[config.mk]
export PLATFORM = sky130hd
export DESIGN_NAME = eth_idma_req_sched
export DESIGN_NICKNAME = d
export VERILOG_FILES = /design/src/rtl/eth_idma_req_sched.sv
export SDC_FILE = /design/constraint.sdc
export NUM_CORES = 1
export LEC_CHECK = 0
export CAP_MARGIN = 20
export CELL_PAD_IN_SITES_DETAIL_PLACEMENT = 2
export CELL_PAD_IN_SITES_GLOBAL_PLACEMENT = 2
export CORE_ASPECT_RATIO = 1.4
export CORE_MARGIN = 8
export CORE_UTILIZATION = 35
export DETAILED_ROUTE_END_ITERATION = 8
export PLACE_DENSITY = 0.64
export SETUP_SLACK_MARGIN = 0.4
export SYNTH_ARGS = -nofsm -noshare
export SYNTH_HDL_FRONTEND = slang
export SYNTH_SLANG_ARGS = --single-unit
[constraint.sdc]
create_clock -name clk_i -period 9.2 [get_ports clk_i]
set_input_delay 2.76 -clock clk_i [delete_from_list [all_inputs] [get_ports clk_i]]
set_output_delay 2.76 -clock clk_i [all_outputs]
set_load 0.02 [all_outputs]
[src/rtl/eth_idma_req_sched.sv]
// Multi-channel request scheduler in front of an iDMA backend: per-channel request
// FIFOs, round-robin issue under an in-flight limit, in-order response retirement.
module eth_idma_req_sched #(
    parameter int unsigned NumChannels = 2,
    parameter int unsigned AddrWidth   = 32,
    parameter int unsigned TFLenWidth  = 32,
    parameter int unsigned QueueDepth  = 4,
    parameter int unsigned MaxInFlight = 4,
    parameter int unsigned CntWidth    = 16
) (
    input  logic                              clk_i,
    input  logic                              rst_ni,
    input  logic [NumChannels-1:0]            ch_req_valid_i,
    output logic [NumChannels-1:0]            ch_req_ready_o,
    input  logic [NumChannels*AddrWidth-1:0]  ch_src_addr_i,
    input  logic [NumChannels*AddrWidth-1:0]  ch_dst_addr_i,
    input  logic [NumChannels*TFLenWidth-1:0] ch_len_i,
    output logic                              be_req_valid_o,
    input  logic                              be_req_ready_i,
    output logic [AddrWidth-1:0]              be_src_addr_o,
    output logic [AddrWidth-1:0]              be_dst_addr_o,
    output logic [TFLenWidth-1:0]             be_len_o,
    input  logic                              be_rsp_valid_i,
    output logic                              be_rsp_ready_o,
    input  logic                              be_rsp_error_i,
    output logic [NumChannels*CntWidth-1:0]   done_cnt_o,
    output logic [NumChannels-1:0]            irq_o,
    output logic [NumChannels-1:0]            err_o,
    input  logic [NumChannels-1:0]            irq_clr_i,
    output logic                              busy_o
);

    localparam int unsigned ChW  = (NumChannels > 1) ? $clog2(NumChannels) : 1;
    localparam int unsigned QAW  = $clog2(QueueDepth);
    localparam int unsigned IdAW = (MaxInFlight > 1) ? $clog2(MaxInFlight) : 1;
    localparam int unsigned IfW  = $clog2(MaxInFlight + 1);

    typedef struct packed {
        logic [AddrWidth-1:0]  src;
        logic [AddrWidth-1:0]  dst;
        logic [TFLenWidth-1:0] len;
    } req_t;

    typedef enum logic [0:0] {
        ST_ARB,
        ST_HOLD
    } state_e;

    req_t             r_fifo   [NumChannels][QueueDepth];
    logic [QAW:0]     r_wptr   [NumChannels];
    logic [QAW:0]     r_rptr   [NumChannels];
    logic [ChW-1:0]   r_idq    [MaxInFlight];
    logic [IdAW-1:0]  r_id_wp;
    logic [IdAW-1:0]  r_id_rp;
    logic [IfW-1:0]   r_inflight;
    logic [ChW-1:0]   r_prio;
    logic [ChW-1:0]   r_grant;
    state_e           r_state;
    logic [CntWidth-1:0] r_cnt [NumChannels];
    logic [NumChannels-1:0] r_irq;
    logic [NumChannels-1:0] r_err;

    state_e           w_state_nxt;
    logic [NumChannels-1:0] w_full;
    logic [NumChannels-1:0] w_empty;
    logic [NumChannels-1:0] w_acc;
    logic [NumChannels-1:0] w_zero;
    logic [NumChannels-1:0] w_push;
    logic [NumChannels-1:0] w_pop;
    logic [NumChannels-1:0] w_irq_set;
    logic [NumChannels-1:0] w_err_set;
    logic             w_rr_valid;
    logic [ChW-1:0]   w_rr_idx;
    logic             w_issue_ok;
    logic             w_valid;
    logic [ChW-1:0]   w_sel;
    logic             w_be_hs;
    logic             w_rsp_hs;
    logic [ChW-1:0]   w_rsp_id;
    req_t             w_head;

    function automatic logic [IdAW-1:0] id_inc(input logic [IdAW-1:0] p);
        if (32'(p) == MaxInFlight - 1) return '0;
        return p + 1'b1;
    endfunction

    // Zero-length requests are handshaken but only flag an error, never enqueued.
    always_comb begin
        w_full  = '0;
        w_empty = '0;
        w_acc   = '0;
        w_zero  = '0;
        w_push  = '0;
        for (int unsigned c = 0; c < NumChannels; c++) begin
            w_empty[c] = (r_wptr[c] == r_rptr[c]);
            w_full[c]  = (r_wptr[c][QAW] != r_rptr[c][QAW]) &&
                         (r_wptr[c][QAW-1:0] == r_rptr[c][QAW-1:0]);
            w_acc[c]   = rst_ni && ch_req_valid_i[c] && !w_full[c];
            w_zero[c]  = w_acc[c] && (ch_len_i[c*TFLenWidth +: TFLenWidth] == '0);
            w_push[c]  = w_acc[c] && !w_zero[c];
        end
    end

    assign ch_req_ready_o = ~w_full | {NumChannels{~rst_ni}};

    always_ff @(posedge clk_i) begin
        if (!rst_ni) begin
            for (int unsigned c = 0; c < NumChannels; c++) begin
                r_wptr[c] <= '0;
                r_rptr[c] <= '0;
            end
        end else begin
            for (int unsigned c = 0; c < NumChannels; c++) begin
                if (w_push[c]) r_wptr[c] <= r_wptr[c] + 1'b1;
                if (w_pop[c])  r_rptr[c] <= r_rptr[c] + 1'b1;
            end
        end
    end

    always_ff @(posedge clk_i) begin
        for (int unsigned c = 0; c < NumChannels; c++) begin
            if (w_push[c]) begin
                r_fifo[c][r_wptr[c][QAW-1:0]] <= '{
                    src: ch_src_addr_i[c*AddrWidth +: AddrWidth],
                    dst: ch_dst_addr_i[c*AddrWidth +: AddrWidth],
                    len: ch_len_i[c*TFLenWidth +: TFLenWidth]
                };
            end
        end
    end

    // Round-robin: first non-empty channel at or after the priority pointer.
    always_comb begin : p_arb
        int unsigned idx;
        w_rr_valid = 1'b0;
        w_rr_idx   = '0;
        for (int unsigned i = 0; i < NumChannels; i++) begin
            idx = 32'(r_prio) + i;
            if (idx >= NumChannels) idx = idx - NumChannels;
            if (!w_rr_valid && !w_empty[idx]) begin
                w_rr_valid = 1'b1;
                w_rr_idx   = ChW'(idx);
            end
        end
    end

    assign w_issue_ok = (r_inflight != IfW'(MaxInFlight));

    always_ff @(posedge clk_i) begin
        if (!rst_ni) r_state <= ST_ARB;
        else         r_state <= w_state_nxt;
    end

    always_comb begin
        w_state_nxt = r_state;
        case (r_state)
            ST_ARB:  if (w_issue_ok && w_rr_valid && !be_req_ready_i) w_state_nxt = ST_HOLD;
            ST_HOLD: if (be_req_ready_i) w_state_nxt = ST_ARB;
            default: w_state_nxt = ST_ARB;
        endcase
    end

    always_comb begin
        w_valid = 1'b0;
        w_sel   = r_grant;
        case (r_state)
            ST_ARB: begin
                w_valid = w_issue_ok && w_rr_valid;
                w_sel   = w_rr_idx;
            end
            ST_HOLD: begin
                w_valid = 1'b1;
                w_sel   = r_grant;
            end
            default: ;
        endcase
    end

    always_ff @(posedge clk_i) begin
        if (!rst_ni) begin
            r_grant <= '0;
            r_prio  <= '0;
        end else begin
            if (r_state == ST_ARB && w_valid && !be_req_ready_i) r_grant <= w_sel;
            if (w_be_hs) r_prio <= (32'(w_sel) == NumChannels - 1) ? '0 : w_sel + 1'b1;
        end
    end

    assign w_head         = r_fifo[w_sel][r_rptr[w_sel][QAW-1:0]];
    assign be_req_valid_o = rst_ni && w_valid;
    assign be_src_addr_o  = w_head.src;
    assign be_dst_addr_o  = w_head.dst;
    assign be_len_o       = w_head.len;
    assign w_be_hs        = be_req_valid_o && be_req_ready_i;

    always_comb begin
        w_pop = '0;
        if (w_be_hs) w_pop[w_sel] = 1'b1;
    end

    assign be_rsp_ready_o = rst_ni && (r_inflight != '0);
    assign w_rsp_hs       = be_rsp_valid_i && be_rsp_ready_o;
    assign w_rsp_id       = r_idq[r_id_rp];

    always_ff @(posedge clk_i) begin
        if (!rst_ni) begin
            r_id_wp    <= '0;
            r_id_rp    <= '0;
            r_inflight <= '0;
        end else begin
            if (w_be_hs)  r_id_wp <= id_inc(r_id_wp);
            if (w_rsp_hs) r_id_rp <= id_inc(r_id_rp);
            case ({w_be_hs, w_rsp_hs})
                2'b10:   r_inflight <= r_inflight + 1'b1;
                2'b01:   r_inflight <= r_inflight - 1'b1;
                default: r_inflight <= r_inflight;
            endcase
        end
    end

    always_ff @(posedge clk_i) begin
        if (w_be_hs) r_idq[r_id_wp] <= w_sel;
    end

    always_comb begin
        w_irq_set = '0;
        for (int unsigned c = 0; c < NumChannels; c++) begin
            w_irq_set[c] = w_rsp_hs && (w_rsp_id == ChW'(c));
        end
        w_err_set = w_zero | (w_irq_set & {NumChannels{be_rsp_error_i}});
    end

    // Set has priority over a same-cycle clear.
    always_ff @(posedge clk_i) begin
        if (!rst_ni) begin
            r_irq <= '0;
            r_err <= '0;
            for (int unsigned c = 0; c < NumChannels; c++) r_cnt[c] <= '0;
        end else begin
            r_irq <= w_irq_set | (r_irq & ~irq_clr_i);
            r_err <= w_err_set | (r_err & ~irq_clr_i);
            for (int unsigned c = 0; c < NumChannels; c++) begin
                if (w_irq_set[c]) r_cnt[c] <= r_cnt[c] + 1'b1;
            end
        end
    end

    always_comb begin
        done_cnt_o = '0;
        for (int unsigned c = 0; c < NumChannels; c++) begin
            done_cnt_o[c*CntWidth +: CntWidth] = r_cnt[c];
        end
    end

    assign irq_o  = r_irq;
    assign err_o  = r_err;
    assign busy_o = rst_ni && (!(&w_empty) || (r_inflight != '0));

endmodule

==> metrics.csv, run 1 <==
stage,metric,value,unit
die,Die W,274.5,um
timing,relative slew slack,0.1890,
clock_network,Num Clock Sinks,832,
timing,Final period util,0.7807,
clock_network,CTS resizes,0,
synth,ys async rst share,0,
detailed_routing,final routed DRC violation total,0,
clock_network,"Clk pin slew, worst setup/hold paths",0.06,ns
synth,Mapped Avg Cell Area,22.47,um2
clock_network,postcts setup bufs,0,
die,die height,377.9,um
clock_network,hold buffers post-CTS,0,
worst_setup_path,worst-path fanout max,48,
power_and_ir_drop,sw frac,0.2522,
global_route,vias in the first global route,18590,
synth,"Seq/Total Area, Yosys",0.7583,
power_and_ir_drop,Int Power,7.099,mW
power_and_ir_drop,total chip power,9.494,mW
clock_network,CTS Buffer Depth,3,
power_and_ir_drop,Logic pwr share,0.176,
worst_setup_path,worst-path cell chain,buf_4 > xnor2_1 > nand4b_1 > o311a_4 > buf_4 > mux2_4 > clkdlybuf4s50_1,
worst_setup_path,Top delay family on crit path,buffers and inverters,
hold_path,hold crit path type,reg -> reg,
clock_network,TritonCTS clock tree,yes,
synth,Yosys top cell by area,edfxtp_1,
synth,Post-Synthesis Cells,1457,
timing,worst-margin pin slew,1.217,ns
global_route,GRT Total Usage,0.1734,
cells_and_area,final core occ,0.4359,
synth,syn_nets,1677,
timing,Slew Limit Fails,0,
detailed_routing,drt total wl,89.52,mm
placement,worst slack at placement,2.002,ns
cells_and_area,Area Growth Syn to Fin,23.36,%
worst_setup_path,crit path kind,reg -> out,
cells_and_area,register area,24820,um2
worst_setup_path,R2R setup slack,5.41,ns
timing,minimum clock period,7.183,ns
synth,"EDFF count, synth",816,
clock_network,H-tree lvl count,3,
synth,top cell type's share of synthesized area,0.7485,
clock_network,CTS Buf Count,85,
placement,# port buffers,337,
global_route,Overflow after GRT,0,
timing,worst hold margin,0.4767,ns
synth,main area contributors after synthesis,"edfxtp_1 75%, mux4_2 13%, mux2_4 4.4%, dfxtp_1 0.98%, ha_1 0.69%",
cells_and_area,Fill cells,8436,
detailed_routing,Pre-Repair DR Iteration Count,4,
worst_setup_path,Critical Path Max Stage Delay,0.75,ns
power_and_ir_drop,Lkg Pwr,12.92,nW
timing,RSZ-0062 raised after global routing,false,
cells_and_area,nets,2071,
die,core area,92650,um2
placement,Final HPWL DP,54.77,mm
power_and_ir_drop,Psw,2.395,mW
worst_setup_path,CP required,6.44,ns
synth,"flops & latches, synth",832,
timing,Setup Viol. Count Final,0,
cells_and_area,"Design Area, Final",40380,um2
die,full die area,103700,um2
outcome,status,"finished, final reports clean",
synth,Yosys warning count,0,
power_and_ir_drop,Clk pwr share,0.358,
detailed_routing,vias per std cell,5.112,
placement,Inst Count DP,2970,
cells_and_area,multi-input combinational cell area,7547,um2
detailed_routing,WL/cell,28.54,um
die,IO Count,338,
worst_setup_path,"slowest stage cell, crit path",buf_4,
detailed_routing,routed vias,16030,
clock_network,Skew-Pair Late Insertion Delay,0.65,ns
placement,routability cong.,0.7194,
synth,"Primary FF master, synth",edfxtp_1,
placement,Post-DP Area,37650,um2
clock_network,Root Driver,clkbuf_16,
power_and_ir_drop,Cell Pwr Density,235.1,nW/um2
cells_and_area,fraction of layout cells with a size suffix above 1,0.2405,
synth,synthesized area,32740,um2
worst_setup_path,Critical Path AT,4.42,ns
global_route,largest net degree at the start of global routing,99,
detailed_routing,starting DRC count in detailed routing,952,
timing,"Hold Vio Cnt, Final",0,
die,Initial Utilization,0.3533,
synth,count of different cell masters after synthesis,54,
detailed_routing,Antenna Violating Nets Remaining,0,
timing,clk_skew,0.01630,ns
synth,most numerous cell in the Yosys netlist,edfxtp_1,
cells_and_area,fin cells,3136,
power_and_ir_drop,VDD IR max,176.5,uV
timing,worst setup margin,2.017,ns
die,# rows,132,
power_and_ir_drop,sequential power share,0.466,
synth,Commonest cells post-synth,"816 x edfxtp_1, 193 x mux4_2, 96 x mux2_4",
worst_setup_path,Worst path most repeated cell,buf_4,
global_route,first-pass GRT wire length,131.0,mm
worst_setup_path,CP endpoint kind,output pin,
timing,Fmax,139.2,MHz
timing,setup total negative slack,0,ns
global_route,antenna violations before repair,17,
worst_setup_path,Critical Path Start Type,register,
worst_setup_path,Crit path buffers/inverters,3,
flow_run,Max-Cap Viols,0,
## kinds of logic after synthesis
kind of cell	share of synthesized area
and+or+nand+nor	0.02412
xor gates and xnor gates	0.009288
buffers and inverters	0.01330
DFF	0.7583
muxes	0.1777
adders and majority gates	0.007491
AOI/OAI and AO/OA	0.009785
## path summary, 6_finish.rpt
path,from,to,cells after the start
worst min-delay path,r_grant,r_grant,2
worst min register to register,r_grant,r_grant,2
worst max register to register,r_rptr[1][1],r_inflight[2],11
worst max-delay path,r_rptr[1][1],be_dst_addr_o[31],7
## worst min-delay path, delay by kind of cell, from the launching register on
kind | cells | cell delay, ns
flip-flops | 1 | 0.31
AO/OA/AOI/OAI | 1 | 0.06
AND/OR/NAND/NOR | 1 | 0.06
## metal layers
layer / part of all wire / global-route usage / vias to the layer above
met3: 0.056 / 0.04163 / 107
met1: 0.39 / 0.2033 / 8621
met4: 0.020 / 0.05079 / 12
met5: 0.00094 / 0 / -
met2: 0.53 / 0.3131 / 399
li1: - / - / 6892
## placed cells by master, fill, tap and decap left out, types with 13 or more instances in the layout
cell	n
buf_4	28
mux2_4	96
a21oi_1	14
nand4_1	13
dfxtp_1	16
edfxtp_1	816
clkbuf_16	86
clkinv_2	18
clkinv_1	20
nand3_1	14
nor2_1	27
xnor2_1	21
nor4_1	20
clkbuf_1	14
clkdlybuf4s50_1	337
mux4_2	193
nand2_1	20
inv_1	22
ha_1	18
## power by group through the flow
stage	clock [mW]	sequential [mW]	combinational [mW]
2_1_floorplan	0	4.51	0.980
3_3_place_gp	0	4.48	1.68
3_5_place_dp	0	4.50	1.71
4_1_cts	3.51	4.42	1.72
5_1_grt	3.62	4.43	1.78
6_report	3.40	4.42	1.68
## registers in the layout (all words and copies together), names as in the netlist, 3 cells and up, named ones only
name,flops
r_fifo,768
r_cnt,32
r_rptr,6
r_wptr,6
r_idq,4
r_inflight,3
## area by class of cell
cell class | instances | area share
antenna | 9 | 0.0005577
clock inverter | 55 | 0.01177
tap | 1206 | 0.03737
inverter | 24 | 0.002231
clock buffer | 102 | 0.05527
multi-input combinational | 538 | 0.1869
timing repair buffer | 370 | 0.09121
sequential | 832 | 0.6147
Note: power is estimated with default switching activity, not from simulation.
==> run 2: changes to the inputs <==
--- a/config.mk
+++ b/config.mk
@@ -12,7 +12,7 @@
 export CORE_MARGIN = 8
 export CORE_UTILIZATION = 35
 export DETAILED_ROUTE_END_ITERATION = 8
-export PLACE_DENSITY = 0.64
+export PLACE_DENSITY = 0.67
 export SETUP_SLACK_MARGIN = 0.4
 export SYNTH_ARGS = -nofsm -noshare
 export SYNTH_HDL_FRONTEND = slang
==> constraint.sdc (replaced) <==
create_clock -name clk_i -period 6.5 [get_ports clk_i]
set_input_delay 1.95 -clock clk_i [delete_from_list [all_inputs] [get_ports clk_i]]
set_output_delay 1.95 -clock clk_i [all_outputs]
set_load 0.02 [all_outputs]
==> run 2 against run 1 <==
  * Combinational power rose by 41%
  * Sequential power rose by 42%
  * Non-clock buffer count fell by 1
  * Flip-flop and latch count did not move
  * Cell count fell by 0.32%
  * First-iteration DRC count fell by 3.4%
  * Critical endpoint is now ch_req_ready_o[0]
  * Largest cell class unchanged
==> metrics.csv, run 2 (synthesis gave the netlist of run 1 again) <==
stage,metric,value,unit,change
worst_setup_path,CP required,4.55,ns,was 6.44 ns
clock_network,TritonCTS clock tree,yes,,unchanged
clock_network,CTS Buffer Depth,3,,unchanged
worst_setup_path,CP endpoint kind,output pin,,unchanged
detailed_routing,Pre-Repair DR Iteration Count,5,,was 4
clock_network,Skew-Pair Late Insertion Delay,0.63,ns,was 0.65 ns
worst_setup_path,Critical Path AT,3.56,ns,was 4.42 ns
global_route,largest net degree at the start of global routing,99,,unchanged
timing,worst hold margin,0.4680,ns,was 0.4767 ns
worst_setup_path,crit path kind,in -> out,,was reg -> out
cells_and_area,Area Growth Syn to Fin,22.78,%,was 23.36%
placement,Post-DP Area,37670,um2,was 37650 um2
die,Initial Utilization,0.3533,,unchanged
detailed_routing,starting DRC count in detailed routing,920,,was 952
global_route,GRT Total Usage,0.1678,,was 0.1734
placement,routability cong.,0.7288,,was 0.7194
power_and_ir_drop,Logic pwr share,0.182,,was 0.176
detailed_routing,drt total wl,87.68,mm,was 89.52 mm
die,core area,92650,um2,unchanged
clock_network,Root Driver,clkbuf_16,,unchanged
clock_network,"Clk pin slew, worst setup/hold paths",0.06,ns,about the same
placement,# port buffers,337,,unchanged
timing,clk_skew,0.01105,ns,was 0.01630 ns
timing,Fmax,181.4,MHz,
die,# rows,132,,unchanged
clock_network,postcts setup bufs,0,,unchanged
detailed_routing,Antenna Violating Nets Remaining,0,,unchanged
worst_setup_path,"slowest stage cell, crit path",clkdlybuf4s50_1,,was buf_4
global_route,Overflow after GRT,0,,unchanged
power_and_ir_drop,Int Power,9.777,mW,was 7.099 mW
hold_path,hold crit path type,reg -> reg,,unchanged
power_and_ir_drop,Clk pwr share,0.339,,was 0.358
cells_and_area,max FFs per register,768,,unchanged
detailed_routing,final routed DRC violation total,0,,unchanged
clock_network,CTS resizes,0,,unchanged
cells_and_area,"Design Area, Final",40190,um2,was 40380 um2
worst_setup_path,Critical Path Max Stage Delay,0.63,ns,was 0.75 ns
cells_and_area,"commonest non-fill, non-tap cell in the layout",edfxtp_1,,unchanged
die,Die W,274.5,um,unchanged
power_and_ir_drop,total chip power,13.06,mW,was 9.494 mW
timing,relative slew slack,0.2518,,was 0.1890
cells_and_area,most frequent cells in the layout,"816 x edfxtp_1, 337 x clkdlybuf4s50_1, 193 x mux4_2, 96 x mux2_4, 83 x clkbuf_16",,"was 816 x edfxtp_1, 337 x clkdlybuf4s50_1, 193 x mux4_2, 96 x mux2_4, 86 x clkbuf_16"
timing,Final period util,0.8480,,
timing,worst-margin pin slew,1.122,ns,was 1.217 ns
power_and_ir_drop,VDD IR max,244.9,uV,was 176.5 uV
cells_and_area,fraction of layout cells with a size suffix above 1,0.2334,,was 0.2405
timing,Slew Limit Fails,0,,unchanged
worst_setup_path,Worst path most repeated cell,clkdlybuf4s50_1,,was buf_4
placement,Final HPWL DP,55.44,mm,was 54.77 mm
outcome,status,"finished, final reports clean",,unchanged
worst_setup_path,Critical Path Start Type,input port,,was register
timing,Setup Viol. Count Final,0,,unchanged
clock_network,H-tree lvl count,3,,unchanged
timing,"Hold Vio Cnt, Final",0,,unchanged
detailed_routing,routed vias,15970,,was 16030
worst_setup_path,Top delay family on crit path,buffers and inverters,,unchanged
clock_network,hold buffers post-CTS,0,,unchanged
global_route,antenna violations before repair,18,,was 17
die,full die area,103700,um2,unchanged
power_and_ir_drop,Lkg Pwr,12.82,nW,was 12.92 nW
flow_run,Max-Cap Viols,0,,unchanged
worst_setup_path,Crit path buffers/inverters,3,,unchanged
cells_and_area,nets,2066,,was 2071
cells_and_area,final core occ,0.4338,,was 0.4359
worst_setup_path,worst-path fanout max,26,,was 48
worst_setup_path,worst-path cell chain,clkdlybuf4s50_1 > buf_4 > nand2_1 > clkdlybuf4s50_1,,was buf_4 > xnor2_1 > nand4b_1 > o311a_4 > buf_4 > mux2_4 > clkdlybuf4s50_1
global_route,first-pass GRT wire length,128.0,mm,was 131.0 mm
clock_network,Num Clock Sinks,832,,unchanged
die,die height,377.9,um,unchanged
clock_network,CTS Buf Count,81,,was 85
detailed_routing,vias per std cell,5.109,,was 5.112
timing,setup total negative slack,0,ns,unchanged
detailed_routing,WL/cell,28.05,um,was 28.54 um
die,IO Count,338,,unchanged
global_route,vias in the first global route,18220,,was 18590
power_and_ir_drop,sw frac,0.2513,,was 0.2522
power_and_ir_drop,sequential power share,0.479,,was 0.466
timing,RSZ-0062 raised after global routing,false,,unchanged
power_and_ir_drop,Cell Pwr Density,324.9,nW/um2,was 235.1 nW/um2
power_and_ir_drop,Psw,3.282,mW,was 2.395 mW
timing,minimum clock period,5.512,ns,
## run 2: cell count changes in the layout (fill, tap and decap cells not counted), sizes merged
| cell | change |
|---|---|
| bufinv | -4 |
| diode | +4 |
| clkinvlp | -3 |
| inv | -3 |
| clkbuf | -2 |
| buf | -1 |
| clkinv | -1 |
## run 2: layout make-up
| cell class | instances | area (um2) |
|---|---|---|
| inverters | 24 | 90.09 |
| well taps | 1206 | 1509 |
| multi-input cells | 538 | 7547 |
| flip-flops and latches | 832 | 24820 |
| clock inverters | 44 | 297.8 |
| repair buffers | 369 | 3754 |
| clock buffers | 100 | 2141 |
| fillers | 8377 | 52460 |
| diodes | 13 | 32.53 |
## run 2: stage by stage
step	worst slack, ns	instances
floorplan	-0.8100	1457
global placement	0.9481	2966
detailed placement	0.9926	2967
CTS	0.9665	3111
global route	0.8915	3119
finish	0.9882	3126
## run 2: final timing paths
| kind | slack (ns) | startpoint | to | cells past startpoint |
|---|---|---|---|---|
| hold reg to reg | 0.47 | r_grant | r_grant | 2 |
| hold / removal | 0.47 | r_grant | r_grant | 2 |
| setup / recovery | 0.99 | rst_ni | ch_req_ready_o[0] | 4 |
| setup reg to reg | 3.36 | r_wptr[0][1] | r_fifo[0][298] | 6 |
## run 2: tightest hold or removal path, stage by stage, from the launching register on
cell and delay (ns):
dfxtp_1 0.31, nand2_1 0.05, o22ai_1 0.05
## run 2: power by group through the flow
| stage | clock [mW] | sequential, mW | combinational, mW |
|---|---|---|---|
| 2_1_floorplan | 0 | 6.38 | 1.39 |
| 3_3_place_gp | 0 | 6.35 | 2.38 |
| 3_5_place_dp | 0 | 6.38 | 2.42 |
| 4_1_cts | 4.58 | 6.26 | 2.44 |
| 5_1_grt | 4.73 | 6.28 | 2.51 |
| 6_report | 4.42 | 6.26 | 2.37 |
## run 2: metal layers
metal	global-route usage	share of wire	vias to the layer above	wire length (um)
li1	-	-	6868	-
met1	0.1923	0.39	8593	33840
met2	0.3086	0.54	407	47280
met3	0.04062	0.055	92	4827
met4	0.04707	0.019	10	1662
met5	0	0.00079	-	69
==> run 3: changes to the inputs <==
==> constraint.sdc (replaced) <==
create_clock -name clk_i -period 4.5 [get_ports clk_i]
set_input_delay 1.35 -clock clk_i [delete_from_list [all_inputs] [get_ports clk_i]]
set_output_delay 1.35 -clock clk_i [all_outputs]
set_load 0.02 [all_outputs]
==> run 3 against run 2 <==
  * Count of clock-buffer cells in the layout grew 5
  * Setup slack lost 0.71 ns
  * Sequential power up 44%
  * Flip-flop and latch count did not move
  * Non-clock buffer count grew 110
  * Final area is 5.2% higher
  * Global-route usage is 1.6 points higher
  * Power is 55% higher
  * Routed wire length rose by 11%
  * Largest power group unchanged
  * Highest routed layer unchanged
==> metrics.csv, run 3 (synthesis gave the netlist of run 1 again) <==
stage,metric,value,unit,change
cells_and_area,final core occ,0.4565,,was 0.4338
placement,Final HPWL DP,61.26,mm,was 55.44 mm
worst_setup_path,crit path kind,reg -> out,,was in -> out
worst_setup_path,worst-path cell chain,xor2_2 > nor3b_4 > o311a_4 > buf_8 > buf_16 > buf_16 > buf_16 > mux2_4 > buf_6,,was clkdlybuf4s50_1 > buf_4 > nand2_1 > clkdlybuf4s50_1
cells_and_area,register area,24820,um2,unchanged
placement,# port buffers,337,,unchanged
detailed_routing,Antenna Violating Nets Remaining,0,,unchanged
hold_path,end point of the worst hold path,r_grant,,unchanged
timing,"Hold Vio Cnt, Final",0,,unchanged
timing,Final period util,0.9376,,
timing,RSZ-0062 raised after global routing,true,,was false
timing,worst-margin pin slew,0.9737,ns,was 1.122 ns
timing,setup total negative slack,0,ns,unchanged
flow_run,Max-Cap Viols,0,,unchanged
detailed_routing,vias per std cell,5.131,,was 5.109
die,core area,92650,um2,unchanged
worst_setup_path,CP required,3.15,ns,was 4.55 ns
power_and_ir_drop,total chip power,20.25,mW,was 13.06 mW
clock_network,H-tree lvl count,3,,unchanged
worst_setup_path,"slowest stage cell, crit path",edfxtp_1,,was clkdlybuf4s50_1
cells_and_area,Fill cells,8263,,was 8377
die,# rows,132,,unchanged
worst_setup_path,Top delay family on crit path,buffers and inverters,,unchanged
global_route,vias in the first global route,18730,,was 18220
detailed_routing,drt total wl,96.98,mm,was 87.68 mm
cells_and_area,Area Growth Syn to Fin,29.19,%,was 22.78%
die,IO Count,338,,unchanged
worst_setup_path,Reg-to-Reg Start,r_wptr[0][2],,was r_wptr[0][1]
placement,routability cong.,0.7428,,was 0.7288
cells_and_area,nets,2179,,was 2066
cells_and_area,fraction of layout cells with a size suffix above 1,0.3297,,was 0.2334
detailed_routing,final routed DRC violation total,0,,unchanged
worst_setup_path,Crit path buffers/inverters,5,,was 3
worst_setup_path,Critical Path Start Type,register,,was input port
clock_network,TritonCTS clock tree,yes,,unchanged
die,Initial Utilization,0.3533,,unchanged
clock_network,Num Clock Sinks,832,,unchanged
worst_setup_path,Critical Path Max Stage Delay,0.49,ns,was 0.63 ns
worst_setup_path,R2R cell count,13,,was 6
hold_path,Hold Crit Start,r_grant,,unchanged
clock_network,CTS Buffer Depth,3,,unchanged
clock_network,Skew-Pair Late Insertion Delay,0.62,ns,was 0.63 ns
worst_setup_path,Critical Path AT,2.87,ns,was 3.56 ns
die,Die W,274.5,um,unchanged
global_route,antenna violations before repair,12,,was 18
cells_and_area,multi-input combinational cell area,7562,um2,was 7547 um2
timing,Fmax,237.0,MHz,
power_and_ir_drop,Cell Pwr Density,478.9,nW/um2,was 324.9 nW/um2
die,die height,377.9,um,unchanged
power_and_ir_drop,Lkg Pwr,14.01,nW,was 12.82 nW
detailed_routing,routed vias,16660,,was 15970
worst_setup_path,Worst path most repeated cell,buf_16,,was clkdlybuf4s50_1
clock_network,"Clk pin slew, worst setup/hold paths",0.06,ns,about the same
global_route,Overflow after GRT,0,,unchanged
global_route,first-pass GRT wire length,137.9,mm,was 128.0 mm
worst_setup_path,R2R setup slack,1.47,ns,was 3.36 ns
worst_setup_path,reg2reg end,r_inflight[2],,was r_fifo[0][298]
timing,Setup Viol. Count Final,0,,unchanged
timing,worst setup margin,0.2806,ns,was 0.9882 ns
timing,relative slew slack,0.3493,,was 0.2518
detailed_routing,starting DRC count in detailed routing,1213,,was 920
global_route,GRT Total Usage,0.1835,,was 0.1678
timing,clk_skew,0.01745,ns,was 0.01105 ns
global_route,largest net degree at the start of global routing,98,,was 99
clock_network,CTS Buf Count,84,,was 81
timing,minimum clock period,4.219,ns,
detailed_routing,Pre-Repair DR Iteration Count,5,,unchanged
outcome,status,"finished, final reports clean",,unchanged
cells_and_area,"commonest non-fill, non-tap cell in the layout",edfxtp_1,,unchanged
clock_network,Root Driver,clkbuf_16,,unchanged
detailed_routing,WL/cell,29.88,um,was 28.05 um
hold_path,hold crit path type,reg -> reg,,unchanged
placement,worst slack at placement,0.09848,ns,was 0.9926 ns
cells_and_area,most frequent cells in the layout,"816 x edfxtp_1, 236 x clkdlybuf4s50_1, 193 x mux4_2, 96 x mux2_4, 90 x clkbuf_16",,"was 816 x edfxtp_1, 337 x clkdlybuf4s50_1, 193 x mux4_2, 96 x mux2_4, 83 x clkbuf_16"
power_and_ir_drop,VDD IR max,388.0,uV,was 244.9 uV
timing,Slew Limit Fails,0,,unchanged
cells_and_area,max FFs per register,768,,unchanged
die,full die area,103700,um2,unchanged
hold_path,number of cells on the worst hold path,2,,unchanged
worst_setup_path,worst-path fanout max,7,,was 26
worst_setup_path,CP endpoint kind,output pin,,unchanged
-- run 3: changes by cell type in the layout (fill, tap and decap cells not counted), moves of 3 or more --
cell	delta
clkbuf_16	+7
buf_12	+31
buf_16	+21
clkbuf_8	+4
buf_4	+65
inv_6	+3
buf_6	+78
clkdlybuf4s50_1	-101
dlygate4sd2_1	+4
bufinv_16	+4
-- run 3: timing repair --
item | 4_1_cts | 5_1_grt
buffers inserted | 27 | 24
gates cloned | 16 | 4
endpoints found under the setup margin | 100 | 97
resized for setup | 527 | 87
pin swaps | 3 | 5
hold buffers | 0 | 0
-- run 3: stage by stage --
step | instances | hold WS [ns] | area, um2
after floorplan | 1457 | 0.4302 | 32780
after global placement | 3008 | 0.4466 | 38310
after detailed placement | 3008 | 0.4583 | 38310
after CTS | 3207 | 0.4708 | 41890
after global routing | 3239 | 0.5066 | 42270
final | 3246 | 0.4687 | 42290
-- run 3: worst max-delay path by stage --
stage / slack [ns] / cells past startpoint / start / endpoint
finish: 0.28 / 9 / r_rptr[0][0] / be_src_addr_o[2]
global route: 0.19 / 10 / r_wptr[0][3] / be_src_addr_o[0]
CTS: 0.14 / 9 / r_rptr[0][0] / be_src_addr_o[2]
detailed placement: 0.1 / 4 / rst_ni / ch_req_ready_o[0]
global placement: 0.11 / 4 / rst_ni / ch_req_ready_o[0]
floorplan: -0.63 / 5 / rst_ni / r_fifo[0][0]
-- run 3: layout make-up --
class | count | share of cell area
clock buffer | 105 | 0.05352
inverter | 24 | 0.002130
sequential | 832 | 0.5870
multi-input combinational | 538 | 0.1788
clock inverter | 51 | 0.01083
tap | 1206 | 0.03568
antenna | 11 | 0.0006509
timing repair buffer | 479 | 0.1314
-- run 3: worst min-delay path, delay by kind of cell (launching register included) --
kind / cells / cell delay (ns)
AO/OA/AOI/OAI: 1 / 0.05
AND/OR/NAND/NOR: 1 / 0.05
flip-flops: 1 / 0.31
-- run 3: report_power, final --
group | switching, mW | internal (mW)
registers | 0.139 | 8.90
clock network | 2.98 | 3.99
logic | 2.05 | 2.19
-- run 3: per-layer routing --
layer / vias to the layer above / share of wire / GRT usage
met5: - / 0.00013 / 0
met4: 2 / 0.017 / 0.04546
met3: 95 / 0.050 / 0.03651
met2: 446 / 0.55 / 0.3395
met1: 8993 / 0.39 / 0.2162
li1: 7119 / - / -
